**src/rtl/ece369_pipe_pkg.sv**
```systemverilog
// Shared pipeline definitions for the ECE369 MIPS datapath.
// Provides the instruction/PC widths, the architectural NOP encoding
// (sll $0,$0,0) and the IF/ID queue entry layout.
package ece369_pipe_pkg;

  localparam int INSTR_W = 32;
  localparam int PC_W    = 32;

  localparam logic [INSTR_W-1:0] NOP_WORD = 32'h0000_0000;

  typedef struct packed {
    logic [INSTR_W-1:0] instr;
    logic [PC_W-1:0]    pc4;
  } if_id_entry_t;

  localparam int ENTRY_W = $bits(if_id_entry_t);

endpackage

```
**src/rtl/fetch_queue_storage.sv**
```systemverilog
// Entry storage for the IF/ID fetch queue.
// DEPTH flop-based entries, one synchronous write port, one asynchronous
// read port. Data registers carry no reset; validity is tracked by the
// owner of this array.
// Ports:
//   clk    - clock
//   we     - write enable
//   waddr  - write slot index
//   wdata  - entry to write
//   raddr  - read slot index
//   rdata  - entry at raddr (combinational from the registers)
module fetch_queue_storage
  import ece369_pipe_pkg::*;
#(
  parameter int DEPTH = 4
) (
  input  logic                     clk,
  input  logic                     we,
  input  logic [$clog2(DEPTH)-1:0] waddr,
  input  if_id_entry_t             wdata,
  input  logic [$clog2(DEPTH)-1:0] raddr,
  output if_id_entry_t             rdata
);

  localparam int PTR_W = $clog2(DEPTH);

  if_id_entry_t entry_q [DEPTH];

  for (genvar gi = 0; gi < DEPTH; gi++) begin : g_entry
    if_id_entry_t entry_reg;

    always_ff @(posedge clk) begin
      if (we && (waddr == PTR_W'(gi))) begin
        entry_reg <= wdata;
      end
    end

    assign entry_q[gi] = entry_reg;
  end

  assign rdata = entry_q[raddr];

endmodule

```
**src/rtl/if_id_fetch_queue.sv**
```systemverilog
// IF/ID decoupling queue.
// Captures fetched {instruction, PC+4} pairs and presents the oldest one
// to decode. Backpressures fetch only once DEPTH words are buffered; a
// taken redirect in ID (ID_flush) discards everything, including the
// word being fetched in the same cycle.
// Ports:
//   Clk, Reset      - clock, asynchronous active-high reset
//   IF_Instruction  - fetched instruction word
//   IF_PC4          - PC+4 of that word
//   IF_valid        - fetch word valid
//   ID_stall        - decode holds the head entry
//   ID_flush        - redirect: discard queued and incoming words
//   IF_stall        - queue full, fetch must hold its PC
//   ID_Instruction  - head instruction, NOP_WORD when empty
//   ID_PC4          - head PC+4, zero when empty
//   ID_valid        - head entry valid
//   occupancy       - number of buffered entries
// All outputs come from registered state only; there is no input-to-output
// combinational path.
module if_id_fetch_queue
  import ece369_pipe_pkg::*;
#(
  parameter int                 DEPTH    = 4,
  parameter logic [INSTR_W-1:0] NOP_WORD = ece369_pipe_pkg::NOP_WORD
) (
  input  logic                       Clk,
  input  logic                       Reset,
  input  logic [INSTR_W-1:0]         IF_Instruction,
  input  logic [PC_W-1:0]            IF_PC4,
  input  logic                       IF_valid,
  input  logic                       ID_stall,
  input  logic                       ID_flush,
  output logic                       IF_stall,
  output logic [INSTR_W-1:0]         ID_Instruction,
  output logic [PC_W-1:0]            ID_PC4,
  output logic                       ID_valid,
  output logic [$clog2(DEPTH+1)-1:0] occupancy
);

  localparam int PTR_W = $clog2(DEPTH);
  localparam int CNT_W = $clog2(DEPTH + 1);

  logic [PTR_W-1:0] rd_ptr_reg;
  logic [PTR_W-1:0] wr_ptr_reg;
  logic [CNT_W-1:0] count_reg;

  logic         full;
  logic         empty;
  logic         push;
  logic         pop;
  if_id_entry_t wr_entry;
  if_id_entry_t head_entry;

  assign full  = (count_reg == CNT_W'(DEPTH));
  assign empty = (count_reg == '0);

  // Full blocks the push even if ID pops in the same cycle: IF_stall is
  // registered, so fetch has already been told to hold this word.
  assign push = IF_valid & ~full  & ~ID_flush;
  assign pop  = ~empty   & ~ID_stall & ~ID_flush;

  assign wr_entry.instr = IF_Instruction;
  assign wr_entry.pc4   = IF_PC4;

  fetch_queue_storage #(
    .DEPTH (DEPTH)
  ) u_storage (
    .clk   (Clk),
    .we    (push),
    .waddr (wr_ptr_reg),
    .wdata (wr_entry),
    .raddr (rd_ptr_reg),
    .rdata (head_entry)
  );

  always_ff @(posedge Clk or posedge Reset) begin
    if (Reset) begin
      rd_ptr_reg <= '0;
      wr_ptr_reg <= '0;
      count_reg  <= '0;
    end else if (ID_flush) begin
      // Collapse to empty at the write pointer; stale slots stay hidden
      // because the outputs are gated by count.
      rd_ptr_reg <= wr_ptr_reg;
      count_reg  <= '0;
    end else begin
      if (push) begin
        wr_ptr_reg <= wr_ptr_reg + 1'b1;
      end
      if (pop) begin
        rd_ptr_reg <= rd_ptr_reg + 1'b1;
      end
      count_reg <= count_reg + CNT_W'(push) - CNT_W'(pop);
    end
  end

  assign IF_stall       = full;
  assign ID_valid       = ~empty;
  assign ID_Instruction = empty ? NOP_WORD : head_entry.instr;
  assign ID_PC4         = empty ? '0       : head_entry.pc4;
  assign occupancy      = count_reg;

  a_count_bound : assert property (@(posedge Clk) disable iff (Reset)
    count_reg <= CNT_W'(DEPTH));
  a_no_underflow : assert property (@(posedge Clk) disable iff (Reset)
    !(pop && empty));
  a_no_overflow : assert property (@(posedge Clk) disable iff (Reset)
    !(push && full));

endmodule

```
**config.mk**
```make
export PLATFORM = sky130hd
export DESIGN_NAME = if_id_fetch_queue
export DESIGN_NICKNAME = d
export VERILOG_FILES = /design/src/rtl/ece369_pipe_pkg.sv /design/src/rtl/fetch_queue_storage.sv /design/src/rtl/if_id_fetch_queue.sv
export SDC_FILE = /design/constraint.sdc
export NUM_CORES = 1
export LEC_CHECK = 0
export BUFFER_PORTS_ARGS = -buffer_cell sky130_fd_sc_hd__clkbuf_2
export CAP_MARGIN = 10
export CORE_MARGIN = 5
export CORE_UTILIZATION = 52
export DETAILED_ROUTE_END_ITERATION = 6
export PLACE_DENSITY = 0.79
export SYNTH_ARGS = -nofsm -noshare
export SYNTH_HDL_FRONTEND = slang
export SYNTH_SLANG_ARGS = --single-unit
```
**constraint.sdc**
```tcl
create_clock -name Clk -period 4.9 [get_ports Clk]
set_clock_uncertainty 0.1 [all_clocks]
set_input_delay 0.98 -clock Clk [delete_from_list [all_inputs] [get_ports Clk]]
set_output_delay 0.98 -clock Clk [all_outputs]
set_load 0.02 [all_outputs]
```
### After elaboration in Yosys (flattened, before gate mapping)

Index checks and enable logic that the tools add are counted.
W data, S select, Z words.

| word-level totals | value |
|---|---|
| flip-flop bits (word level) | 263 |
| input port bits | 69 |

| operators by class | value |
|---|---|
| add/sub/neg operators | 4 |
| order comparisons | 1 |
| eq/ne operators | 4 |
| multiplexer cells | 8 |
| bitwise gates (word level) | 9 |
| reductions and logical operators | 8 |

Operators by type and width:

| operator | count |
|---|---|
| $bmux W64 S2 | 1 |
| $mux W64 | 2 |
| $mux W32 | 2 |
| $add A2 B1 Y2 const B | 2 |
| $and A1 B1 Y1 | 4 |
| $eq A2 B2 Y1 const B | 2 |
| $logic_and A1 B1 Y1 | 4 |
| $mux W2 | 2 |
| $not A1 Y1 | 4 |
| $add A3 B1 Y3 | 1 |
| $eq A3 B3 Y1 const B | 1 |
| $ge A3 B3 Y1 const B | 1 |
| $logic_not A3 Y1 | 1 |
| $mux W3 | 1 |
| $not A2 Y3 | 1 |
| $sub A3 B1 Y3 | 1 |
| $eq A2 B1 Y1 const B | 1 |
| $logic_not A2 Y1 | 1 |
| $reduce_and A2 Y1 | 1 |
| $reduce_bool A2 Y1 | 1 |

### Longest topological paths before layout

Gate-level depths: netlist (run 1).

| logic depth | value |
|---|---|
| depth after elaboration | 7 |
| mapped depth | 11 |
| mapped depth without buffers | 11 |

### By module

Synthesis (run 1) repeated with hierarchy kept, for this count alone.

| unflattened totals | value |
|---|---|
| cells, all modules | 446 |
| area total of the unflattened synthesis | 10216.0 um^2 |

By module, submodules not included:

| module | times used | cells an instance | area an instance (um^2) | seq. area each (um^2) |
|---|---|---|---|---|
| fetch_queue_storage | 1 | 338 | 9341.5 | 7687.4 |
| if_id_fetch_queue | 1 | 108 | 874.6 | 175.2 |

### Worst setup path before layout (run 1)

OpenSTA, ideal clock, no wires.

| timing | value |
|---|---|
| path type | input -> register |
| from | input ID_flush |
| to | register u_storage.g_entry[3].entry_reg (netlist bit u_storage.entry_q[0]) (enable) |
| arrival time | 2.874 ns |
| setup slack | 1.497 ns |
| stages on the path | 2 |
| path buffers | 0 |
| cell sequence | nor3b_2 -> and2_1 |

| between the ends | value |
|---|---|
| word-level cells in the longest chain between the ends | 3 |

RTL lines:

| element | RTL line | source |
|---|---|---|
| from (decl) | if_id_fetch_queue.sv:32 | `input logic ID_flush,` |
| $not A1 Y1 (no line) | - |  |
| $and A1 B1 Y1 | if_id_fetch_queue.sv:59 | `assign push = IF_valid & ~full & ~ID_flush;` |
| $logic_and A1 B1 Y1 | fetch_queue_storage.sv:33 | `if (we && (waddr == PTR_W'(gi))) begin` |
| to (signal assigned) | fetch_queue_storage.sv:34 | `entry_reg <= wdata;` |
| to (decl) | fetch_queue_storage.sv:30 | `if_id_entry_t entry_reg;` |

Every way passes these cells.
A chain may end at the register's enable or synchronous reset.

### Worst setup path after layout (run 1)

| timing | value |
|---|---|
| from | register rd_ptr_reg[0] |
| to | output ID_PC4[11] |

| between the ends | value |
|---|---|
| word-level cells in the longest chain between the ends | 5 |

RTL lines:

| element | RTL line | source |
|---|---|---|
| from (decl) | if_id_fetch_queue.sv:43 | `logic [PTR_W-1:0] rd_ptr_reg;` |
| from (signal assigned) | if_id_fetch_queue.sv:84 | `rd_ptr_reg <= wr_ptr_reg;` |
| from (signal assigned) | if_id_fetch_queue.sv:91 | `rd_ptr_reg <= rd_ptr_reg + 1'b1;` |
| $not A2 Y3 (implied by the code) | fetch_queue_storage.sv:41 | `assign rdata = entry_q[raddr];` |
| $bmux W64 S2 | fetch_queue_storage.sv:41 |  |
| $mux W64 (implied by the code) (2 in series) | fetch_queue_storage.sv:41 |  |
| $mux W32 | if_id_fetch_queue.sv:100 | `assign ID_PC4 = empty ? '0 : head_entry.pc4;` |
| to (decl) | if_id_fetch_queue.sv:35 | `output logic [PC_W-1:0] ID_PC4,` |

Every way passes these cells. The select of a mux whose other input is x is not followed.

==> results of run 1 <==
==> where the power goes <==
group	switching (mW)	leakage [nW]	internal, mW
clock network	0.787	0.399	1.07
registers	0.262	2.41	2.74
logic	1.17	1.35	0.950
total	2.22	4.16	4.76
==> synthesized netlist by cell type <==
cell / instances / area, sq um
a31oi_1: 2 / 12.5
and2_1: 69 / 432
buf_12: 1 / 20.0
buf_2: 5 / 25.0
buf_4: 3 / 22.5
buf_6: 2 / 22.5
buf_8: 2 / 30.0
clkbuf_1: 9 / 33.8
dfrtp_1: 7 / 175
edfxtp_1: 256 / 7690
fa_1: 1 / 20.0
ha_1: 6 / 75.1
inv_1: 8 / 30.0
mux2_2: 1 / 11.3
mux4_2: 64 / 1440
nand2b_1: 1 / 6.26
nor2_1: 4 / 15.0
nor2b_1: 1 / 6.26
nor3_1: 2 / 10.0
nor3_2: 1 / 10.0
nor3b_1: 1 / 7.51
nor3b_2: 1 / 12.5
o21ai_0: 2 / 10.0
or3_1: 2 / 12.5
xnor2_1: 1 / 8.76
xor2_1: 1 / 8.76
==> cells by family (layout without fill, tap and decap cells) <==
logic type	after synthesis	count (layout)	share of synthesized area
AO/OA/AOI/OAI	4	4	0.00222
adder cells (fa/ha/maj)	7	7	0.00937
AND/OR/NAND/NOR	82	82	0.0504
buffers and inverters	30	194	0.0181
XOR/XNOR	2	2	0.00173
multiplexers	65	65	0.143
flip-flops	263	263	0.775
==> layout make-up <==
type / count / area (sq um)
repair buffers: 138 / 706
clock buffers: 37 / 753
flip-flops and latches: 263 / 7870
inverters: 8 / 30.0
multi-input cells: 160 / 2110
clock inverters: 11 / 57.6
fillers: 1342 / 7480
well taps: 265 / 332
==> worst paths after layout <==
kind / to / slack (ns) / from / cells after the start
hold / removal: wr_ptr_reg[0] / 0.30 / Reset / 2
min in group Clk: rd_ptr_reg[1] / 0.52 / wr_ptr_reg[1] / 2
max in group asynchronous: rd_ptr_reg[1] / 4.15 / Reset / 2
hold reg to reg: rd_ptr_reg[1] / 0.52 / wr_ptr_reg[1] / 2
setup reg to reg: occupancy[2] / 2.10 / occupancy[2] / 11
setup / recovery: ID_PC4[11] / 1.15 / rd_ptr_reg[0] / 4
==> metal layers <==
metal | GRT usage | up-vias | share of wire
li1 | - | 2111 | -
met1 | 0.230 | 2476 | 0.41
met2 | 0.290 | 149 | 0.50
met3 | 0.0373 | 34 | 0.069
met4 | 0.0421 | 2 | 0.020
met5 | 0 | - | 0.00069
==> summary.md, run 1 <==
| Metric | Value |
|---|---|
| Status | finished clean |
| CTS tree | done |
| Final Hold Viols | 0 |
| Non-Filler Instances | 882 |
| RePlAce Congestion | 0.681 |
| Placed insts | 834 |
| Startpoint types | flop |
| Area growth, synth to finish | 16.9% |
| Number of gates resized after cts | 0 |
| Iter 0 DRT Violations | 275 |
| Req. time, crit path | 3.82 ns |
| DR WL/cell | 21.2 um |
| Worst setup EP type | primary output |
| Share of layout cells above drive strength 1 | 0.408 |
| Final hold slack | 0.299 ns |
| Fin. max-slew vios | 0 |
| Worst slew pin tran | 1.07 ns |
| N_diodes | 0 |
| Max reg flops | 256 |
| Final ANT Viol Nets | 0 |
| Die area | 22,400 sq um |
| Most common cell after layout, fill and taps aside | edfxtp_1 |
| FF+latch count, synth | 263 |
| Max VDD drop | 643 uV |
| Clock buffers created by TritonCTS | 26 |
| RSZ-0062 raised after global routing | false |
| Input/output buffers | 137 |
| Detailed Place HPWL | 10.7 mm |
| Max incr delay on CP | 0.88 ns |
| Critical Path, Cell by Cell | buf_12, mux4_2, and2_1, clkbuf_2 |
| CP Max Fanout | 34 |
| DIE HEIGHT | 150 um |
| Post-CTS setup buffer count | 0 |
| Row count | 51 |
| Setup ws final | 1.15 ns |
| First-pass DRT Iterations | 4 |
| Pre-CTS WS | 1.55 ns |
| Yosys warns | 0 |
| CP max stage cell | dfrtp_4 |
| Pwr dens | 588 nW/um^2 |
| H-tree levels | 1 |
| Dpl cell area | 11,000 sq um |
| Worst Path Buf+Inv | 2 |
| Number of vias per cell | 5.41 |
| Grt total ovfl | 0 |
| Vias | 4,772 |
| GRT Total Usage | 0.171 |
| Mapped Cells | 453 |
| Setup total negative slack | 0 ns |
| Die Width | 150 um |
| Global-route wire length before repair | 29.2 mm |
| Synth Cell Area | 10,100 sq um |
| Number of global-route vias before repair | 5,279 |
| Routed WL | 18.7 mm |
| Commonest non-fill, non-tap cells in the layout | edfxtp_1, clkbuf_2, and2_1 |
| Root Buffer Master | clkbuf_16 |
| Sequential-to-total area share from yosys stat | 0.775 |
| Drc violations | 0 |
| Initial Util | 0.525 |
| Min Clock Period, post-route | 3.75 ns |
| Pin count of the biggest net entering global routing | 67 |
| Leakage | 4.16 nW |
| Post-route design area | 11,900 sq um |
| Max Cap Viol | 0 |
| TritonCTS sink count | 263 |
| Library cells used by synthesis | 26 |
| Final layout net count | 673 |
| Critical path type | reg2out |
| Final setup vio count | 0 |
| Critical Path AT | 2.67 ns |
| Syn_nets | 529 |
| CTS Hold Bufs | 0 |
| Max_slew headroom | 0.285 |
| Max clock buf depth | 3 |
| Avg Inst Size Synth | 22.4 sq um |
| Core Region | 19,300 sq um |
| Top delay family on crit path | flip-flops |
| Period utilization | 0.765 |
| Max Freq | 0.267 GHz |
| Tightest Hold Check Type | in2async |
| Initial antenna violation count | 1 |
| Clk pin slew, worst setup/hold paths | 0.06 ns |
| Skew-Pair Late Insertion Delay | 0.52 ns |
| Boundary Pins | 138 |
| Util after Layout | 0.613 |
| Power Total | 6.98 mW |
(Power assumes the default switching activity.)
==> inputs of run 2 (changes only) <==
Settings changed: CORE_UTILIZATION 52 to 51, PLACE_DENSITY 0.79 to 0.81.
Clock period 4.9 ns to 3.4 ns, I/O delays scaled along.
==> run 2 against run 1 <==
Compared with the run above: clock power grew 52%; global-route usage is essentially flat; final area grew 1.9%; die area grew 1.8%; sequential power grew 42%; critical path type unchanged; largest power group unchanged; highest routed layer is now met4.
==> summary.md, run 2 (synthesized netlist as in run 1, its figures left out) <==
| Metric | Value |
|---|---|
| Final layout net count | 687 (+2.1%) |
| First-pass DRT Iterations | 4 (unchanged) |
| Status | finished clean |
| N_diodes | 0 (unchanged) |
| Max_slew headroom | 0.331 (+0.0457) |
| Pre-CTS WS | 0.567 ns (-0.978 ns) |
| Sw Pwr | 3.20 mW (+44%) |
| Die area | 22,800 sq um (+1.8%) |
| Max VDD drop | 562 uV (-13%) |
| Final Hold Viols | 0 (unchanged) |
| Met2 Wirelength | 9.81 mm (+5.7%) |
| CTS tree | done |
| Uppermost layer routed | met4 |
| Sequential share of power | 0.413 (-0.017) |
| Global-route wire length before repair | 29.6 mm (+1.2%) |
| Drc violations | 0 (unchanged) |
| Root Buffer Master | clkbuf_16 |
| Area occupied by multi-input gates | 2110 sq um (unchanged) |
| Startpoint types | flop |
| Iter 0 DRT Violations | 263 (-4.4%) |
| Setup total negative slack | 0 ns (unchanged) |
| Setup ws final | 0.220 ns (-0.932 ns) |
| Tightest Hold Check Type | in2reg |
| Initial antenna violation count | 0 (-1) |
| Share of layout cells above drive strength 1 | 0.418 (+0.00943) |
| Clk pin slew, worst setup/hold paths | 0.06 ns (about the same) |
| Boundary Pins | 138 (unchanged) |
| Leakage | 4.27 nW (+2.7%) |
| Req. time, crit path | 2.62 ns (-1.20 ns) |
| Cell Int Power | 7.11 mW (+49%) |
| Critical path type | reg2out |
| Hold Crit Depth | 1 |
| Commonest non-fill, non-tap cells in the layout | edfxtp_1, clkbuf_2, and2_1 |
| TritonCTS sink count | 263 (unchanged) |
| Pwr dens | 853 nW/um^2 (+45%) |
| Most common cell after layout, fill and taps aside | edfxtp_1 |
| H-tree levels | 1 (unchanged) |
| Worst slew pin tran | 1.00 ns (-0.0684 ns) |
| FF-to-FF path depth | 12 (+1) |
| Net Sw Frac | 0.311 (-0.00713) |
| Hold path endpoint | u_storage.entry_q[211] |
| Row count | 51 (unchanged) |
| Area growth, synth to finish | 19.1% |
| Number of vias per cell | 5.44 (+0.56%) |
| Min Clock Period, post-route | 3.18 ns |
| Clock buffers created by TritonCTS | 28 (+7.7%) |
| Pin count of the biggest net entering global routing | 67 (unchanged) |
| DIE HEIGHT | 151 um (+0.91%) |
| Gate power share | 0.314 (+0.010) |
| Max reg flops | 256 (unchanged) |
| R2R setup slack | 0.76 ns (-1.34 ns) |
| GRT Total Usage | 0.171 (-0.000437) |
| Hold_sp | IF_PC4[19] |
| R2R Path End | occupancy[2] |
| Worst R2R Start | occupancy[1] |
| DR WL/cell | 21.1 um (-0.37%) |
| Input/output buffers | 137 (unchanged) |
| Max Freq | 0.314 GHz |
| Final hold slack | 0.279 ns (-0.0202 ns) |
| Detailed Place HPWL | 11.5 mm (+7.5%) |
| RePlAce Congestion | 0.718 (+5.4%) |
| Number of global-route vias before repair | 5,411 (+2.5%) |
| CP Max Fanout | 66 (+94%) |
| Final ANT Viol Nets | 0 (unchanged) |
| Core Region | 19,500 sq um (+0.99%) |
| Fin. max-slew vios | 0 (unchanged) |
| Number of gates resized after cts | 0 (unchanged) |
| Die Width | 151 um (+0.91%) |
| WL met3 | 1.39 mm (+7.6%) |
| RSZ-0062 raised after global routing | false |
| Critical Path AT | 2.40 ns (-0.27 ns) |
| Max clock buf depth | 3 (unchanged) |
| Register Area | 7870 sq um (unchanged) |
| Skew-Pair Late Insertion Delay | 0.51 ns (about the same) |
| Number of fill cells in the layout | 1,402 (+4.5%) |
| WL met1 | 7.36 mm (-4.8%) |
| Grt total ovfl | 0 (unchanged) |
| Final setup vio count | 0 (unchanged) |
| Clock power frac | 0.272 (+0.006) |
| Initial Util | 0.520 (-0.00514) |
| Routed WL | 18.8 mm (+0.76%) |
| Period utilization | 0.935 |
| Worst setup EP type | primary output |
| Vias | 4,853 (+1.7%) |
| Max Cap Viol | 0 (unchanged) |
| Power Total | 10.3 mW (+48%) |
run 2: cell types whose count changed in the layout (fill, tap and decap cells not counted), moves of 2 or more:
| cell | previous run | this run |
|---|---|---|
| buf_12 | 1 | 6 |
| buf_4 | 0 | 5 |
| clkbuf_1 | 6 | 4 |
| clkbuf_16 | 27 | 29 |
| clkinv_2 | 7 | 4 |
run 2: cell type report:
class,count,share of cell area
clock buffer,37,0.0658
clock inverter,9,0.00569
inverter,8,0.00248
multi-input combinational,160,0.175
sequential,263,0.651
tap,265,0.0274
timing repair buffer,150,0.0729
run 2: metrics by stage:
step / cell area, sq um / cells / util
after floorplan: 10100 / 453 / -
after global routing: 12100 / 892 / 0.619
after detailed placement: 11200 / 844 / 0.573
after CTS: 12100 / 891 / 0.618
after global placement: 11200 / 844 / 0.573
final: 12100 / 892 / 0.619
run 2: worst max-delay path, cell delays in order, from the launching register on:
cell	delay [ns]
dfrtp_4	1.08
mux4_2	0.44
and2_1	0.20
clkbuf_2	0.16
run 2: metal layers:
layer	vias up	global-route usage
met5	-	0
met3	25	0.0431
met4	0	0.0390
li1	2140	-
met1	2523	0.218
met2	165	0.297
run 2: how the worst max path moves through the flow:
stage / from / to / slack, ns / cells past startpoint
4_1_cts: rd_ptr_reg[0] / ID_PC4[22] / 0.05 / 4
5_1_grt: occupancy[1] / ID_Instruction[3] / 0.07 / 4
3_3_place_gp: rd_ptr_reg[0] / ID_PC4[30] / 0.65 / 4
3_5_place_dp: ID_flush / occupancy[2] / 0.57 / 12
2_1_floorplan: occupancy[1] / u_storage.entry_q[0] / 0.21 / 3
6_report: rd_ptr_reg[1] / ID_PC4[22] / 0.22 / 3
run 2: power by group through the flow:
stage                     Clock [mW]  Sequential, mW  Combinational [mW]
after floorplan                    0            4.11                2.46
after global placement             0            4.35                3.17
after detailed placement           0            4.37                3.22
after CTS                       2.88            4.31                3.24
after global routing            3.05            4.31                3.51
final                           2.81            4.26                3.24
run 2: repair_timing:
action / in CTS / in global routing
hold buffers: 1 / 0
endpoints found under the hold margin: 7 / 0
setup buffers: 0 / 1
endpoints found under the setup margin: 0 / 6
==> inputs of run 3 (changes only) <==
--- a/constraint.sdc
+++ b/constraint.sdc
@@ -4,2 +4,2 @@
 set_output_delay 0.68 -clock Clk [all_outputs]
-set_load 0.02 [all_outputs]
+set_load 0.1 [all_outputs]
==> run 3 against run 2 <==
Compared with the run above: largest cell class unchanged; worst setup slack got worse by 0.055 ns; via count fell by 0.14%; critical path depth up 2; die area unchanged; sequential share of layout area is 0.54 points lower.
==> summary.md, run 3 (synthesized netlist as in run 1, its figures left out) <==
| Metric | Value |
|---|---|
| Die area | 22,800 sq um (unchanged) |
| Number of fill cells in the layout | 1,368 (-2.4%) |
| Max Cap Viol | 0 (unchanged) |
| Non-Filler Instances | 897 (+0.56%) |
| Fin. max-slew vios | 0 (unchanged) |
| Top delay family on crit path | buffers and inverters |
| Status | finished clean |
| Number of global-route vias before repair | 5,338 (-1.3%) |
| Number of vias per cell | 5.40 (-0.70%) |
| Share of layout cells above drive strength 1 | 0.426 (+0.00777) |
| Critical path type | reg2out |
| Area growth, synth to finish | 20.2% |
| R2R Path End | occupancy[2] |
| WP depth | 5 (+2) |
| Max reg flops | 256 (unchanged) |
| GRT Total Usage | 0.173 (+0.00199) |
| Initial Util | 0.520 (unchanged) |
| Req. time, crit path | 2.62 ns (about the same) |
| Max Freq | 0.309 GHz (-1.7%) |
| First-pass DRT Iterations | 4 (unchanged) |
| Setup ws final | 0.165 ns (-0.0550 ns) |
| Period utilization | 0.951 (+0.0162) |
| Final hold slack | 0.00686 ns (-0.272 ns) |
| Tightest Hold Check Type | in2async |
| Final setup vio count | 0 (unchanged) |
| Worst setup EP type | primary output |
| RePlAce Congestion | 0.686 (-4.5%) |
| TritonCTS sink count | 263 (unchanged) |
| Core Region | 19,500 sq um (unchanged) |
| N_diodes | 0 (unchanged) |
| Worst slew pin tran | 0.556 ns (-0.447 ns) |
| Worst Path Buf+Inv | 3 (+2) |
| CTS tree | done |
| Vias | 4,846 (-0.14%) |
| Final layout net count | 688 (+0.15%) |
| Most common cell after layout, fill and taps aside | edfxtp_1 |
| Clock buffers created by TritonCTS | 26 (-7.1%) |
| Drc violations | 0 (unchanged) |
| Max clock buf depth | 3 (unchanged) |
| H-tree levels | 1 (unchanged) |
| Critical Path AT | 2.45 ns (+0.05 ns) |
| R2R setup slack | 0.78 ns (+0.02 ns) |
| Pre-CTS WS | 0.517 ns (-0.0504 ns) |
| Pin count of the biggest net entering global routing | 41 (-39%) |
| Iter 0 DRT Violations | 280 (+6.5%) |
| DR WL/cell | 21.7 um (+2.7%) |
| FF-to-FF path depth | 10 (-2) |
| Initial antenna violation count | 2 (+2) |
| CP max stage cell | dfrtp_2 |
| Setup total negative slack | 0 ns (unchanged) |
| Skew-Pair Late Insertion Delay | 0.51 ns (about the same) |
| Final Hold Viols | 0 (unchanged) |
| CP Max Fanout | 40 (-39%) |
| Row count | 51 (unchanged) |
| Commonest non-fill, non-tap cells in the layout | edfxtp_1, clkbuf_2, and2_1 |
| Input/output buffers | 137 (unchanged) |
| Critical Path Start | occupancy[1] |
| Worst R2R Start | occupancy[1] |
| Grt total ovfl | 0 (unchanged) |
| Boundary Pins | 138 (unchanged) |
| Global-route wire length before repair | 29.8 mm (+0.84%) |
| Detailed Place HPWL | 11.9 mm (+3.8%) |
| Root Buffer Master | clkbuf_16 |
| DIE HEIGHT | 151 um (unchanged) |
| Worst Setup EP | ID_Instruction[21] |
| Startpoint types | flop |
| Placed insts | 846 (+0.24%) |
| Final ANT Viol Nets | 0 (unchanged) |
| Routed WL | 19.5 mm (+3.3%) |
| Critical Path, Cell by Cell | nor3_2, inv_4, buf_12, and2_1, clkbuf_2 |
| Max_slew headroom | 0.631 (+0.300) |
| Clk pin slew, worst setup/hold paths | 0.06 ns (about the same) |
| Die Width | 151 um (unchanged) |
| RSZ-0062 raised after global routing | false |
| Min Clock Period, post-route | 3.23 ns (+0.0550 ns) |
| Max incr delay on CP | 0.47 ns (-0.61 ns) |
[run 3: cell types whose count changed in the layout (fill, tap and decap cells not counted), sizes merged]
cell,delta
bufinv,+4
inv,+1
clkbuf,-5
dlygate4sd3,-1
buf,+4
clkinv,+2
[run 3: area by class of cell]
| type | count | area [sq um] | share of cell area |
|---|---|---|---|
| clock buffer | 32 | 694 | 0.0570 |
| tap | 265 | 332 | 0.0272 |
| inverter | 8 | 32.5 | 0.00267 |
| sequential | 263 | 7870 | 0.646 |
| multi-input combinational | 160 | 2120 | 0.174 |
| timing repair buffer | 153 | 935 | 0.0767 |
| clock inverter | 16 | 205 | 0.0168 |
[run 3: worst min path at each step]
stage	endpoint	slack, ns	depth (start not counted)
after floorplan	rd_ptr_reg[0]	0.38	1
after global placement	wr_ptr_reg[1]	0.48	1
after detailed placement	rd_ptr_reg[1]	0.49	2
after CTS	wr_ptr_reg[0]	0.001	2
after global routing	wr_ptr_reg[0]	0.01	2
final	wr_ptr_reg[0]	0.007	2
[run 3: worst reg2reg max path: cells and delay by family, from the launching register on]
family | cells | cell delay (ns)
fa+ha+maj | 3 | 0.86
simple gates | 4 | 0.82
xor+xnor | 1 | 0.17
buf+inv | 2 | 0.12
flops | 1 | 0.47
[run 3: per-layer routing]
metal / track usage / routed length (um) / vias to the layer above
met1: 0.231 / 8050 / 2512
met3: 0.0350 / 1250 / 23
met2: 0.301 / 9970 / 157
met5: 0 / 19 / -
met4: 0.0313 / 187 / 4
li1: - / - / 2150
[run 3: what timing repair did]
item | in CTS | in global routing
hold buffers | 0 | 0
resized for setup | 0 | 2
pin swaps | 0 | 0
endpoints found under the setup margin | 4 | 13
setup buffers | 2 | 1
[run 3: metrics by stage]
stage,area (sq um),utilization
6_report,12200,0.624
3_3_place_gp,11200,0.576
3_5_place_dp,11200,0.576
4_1_cts,12200,0.623
2_1_floorplan,10200,-
5_1_grt,12200,0.624
Power of run 3 is not shown: default switching activity piles up to over one toggle a cycle in this logic, so the estimate is an artifact.
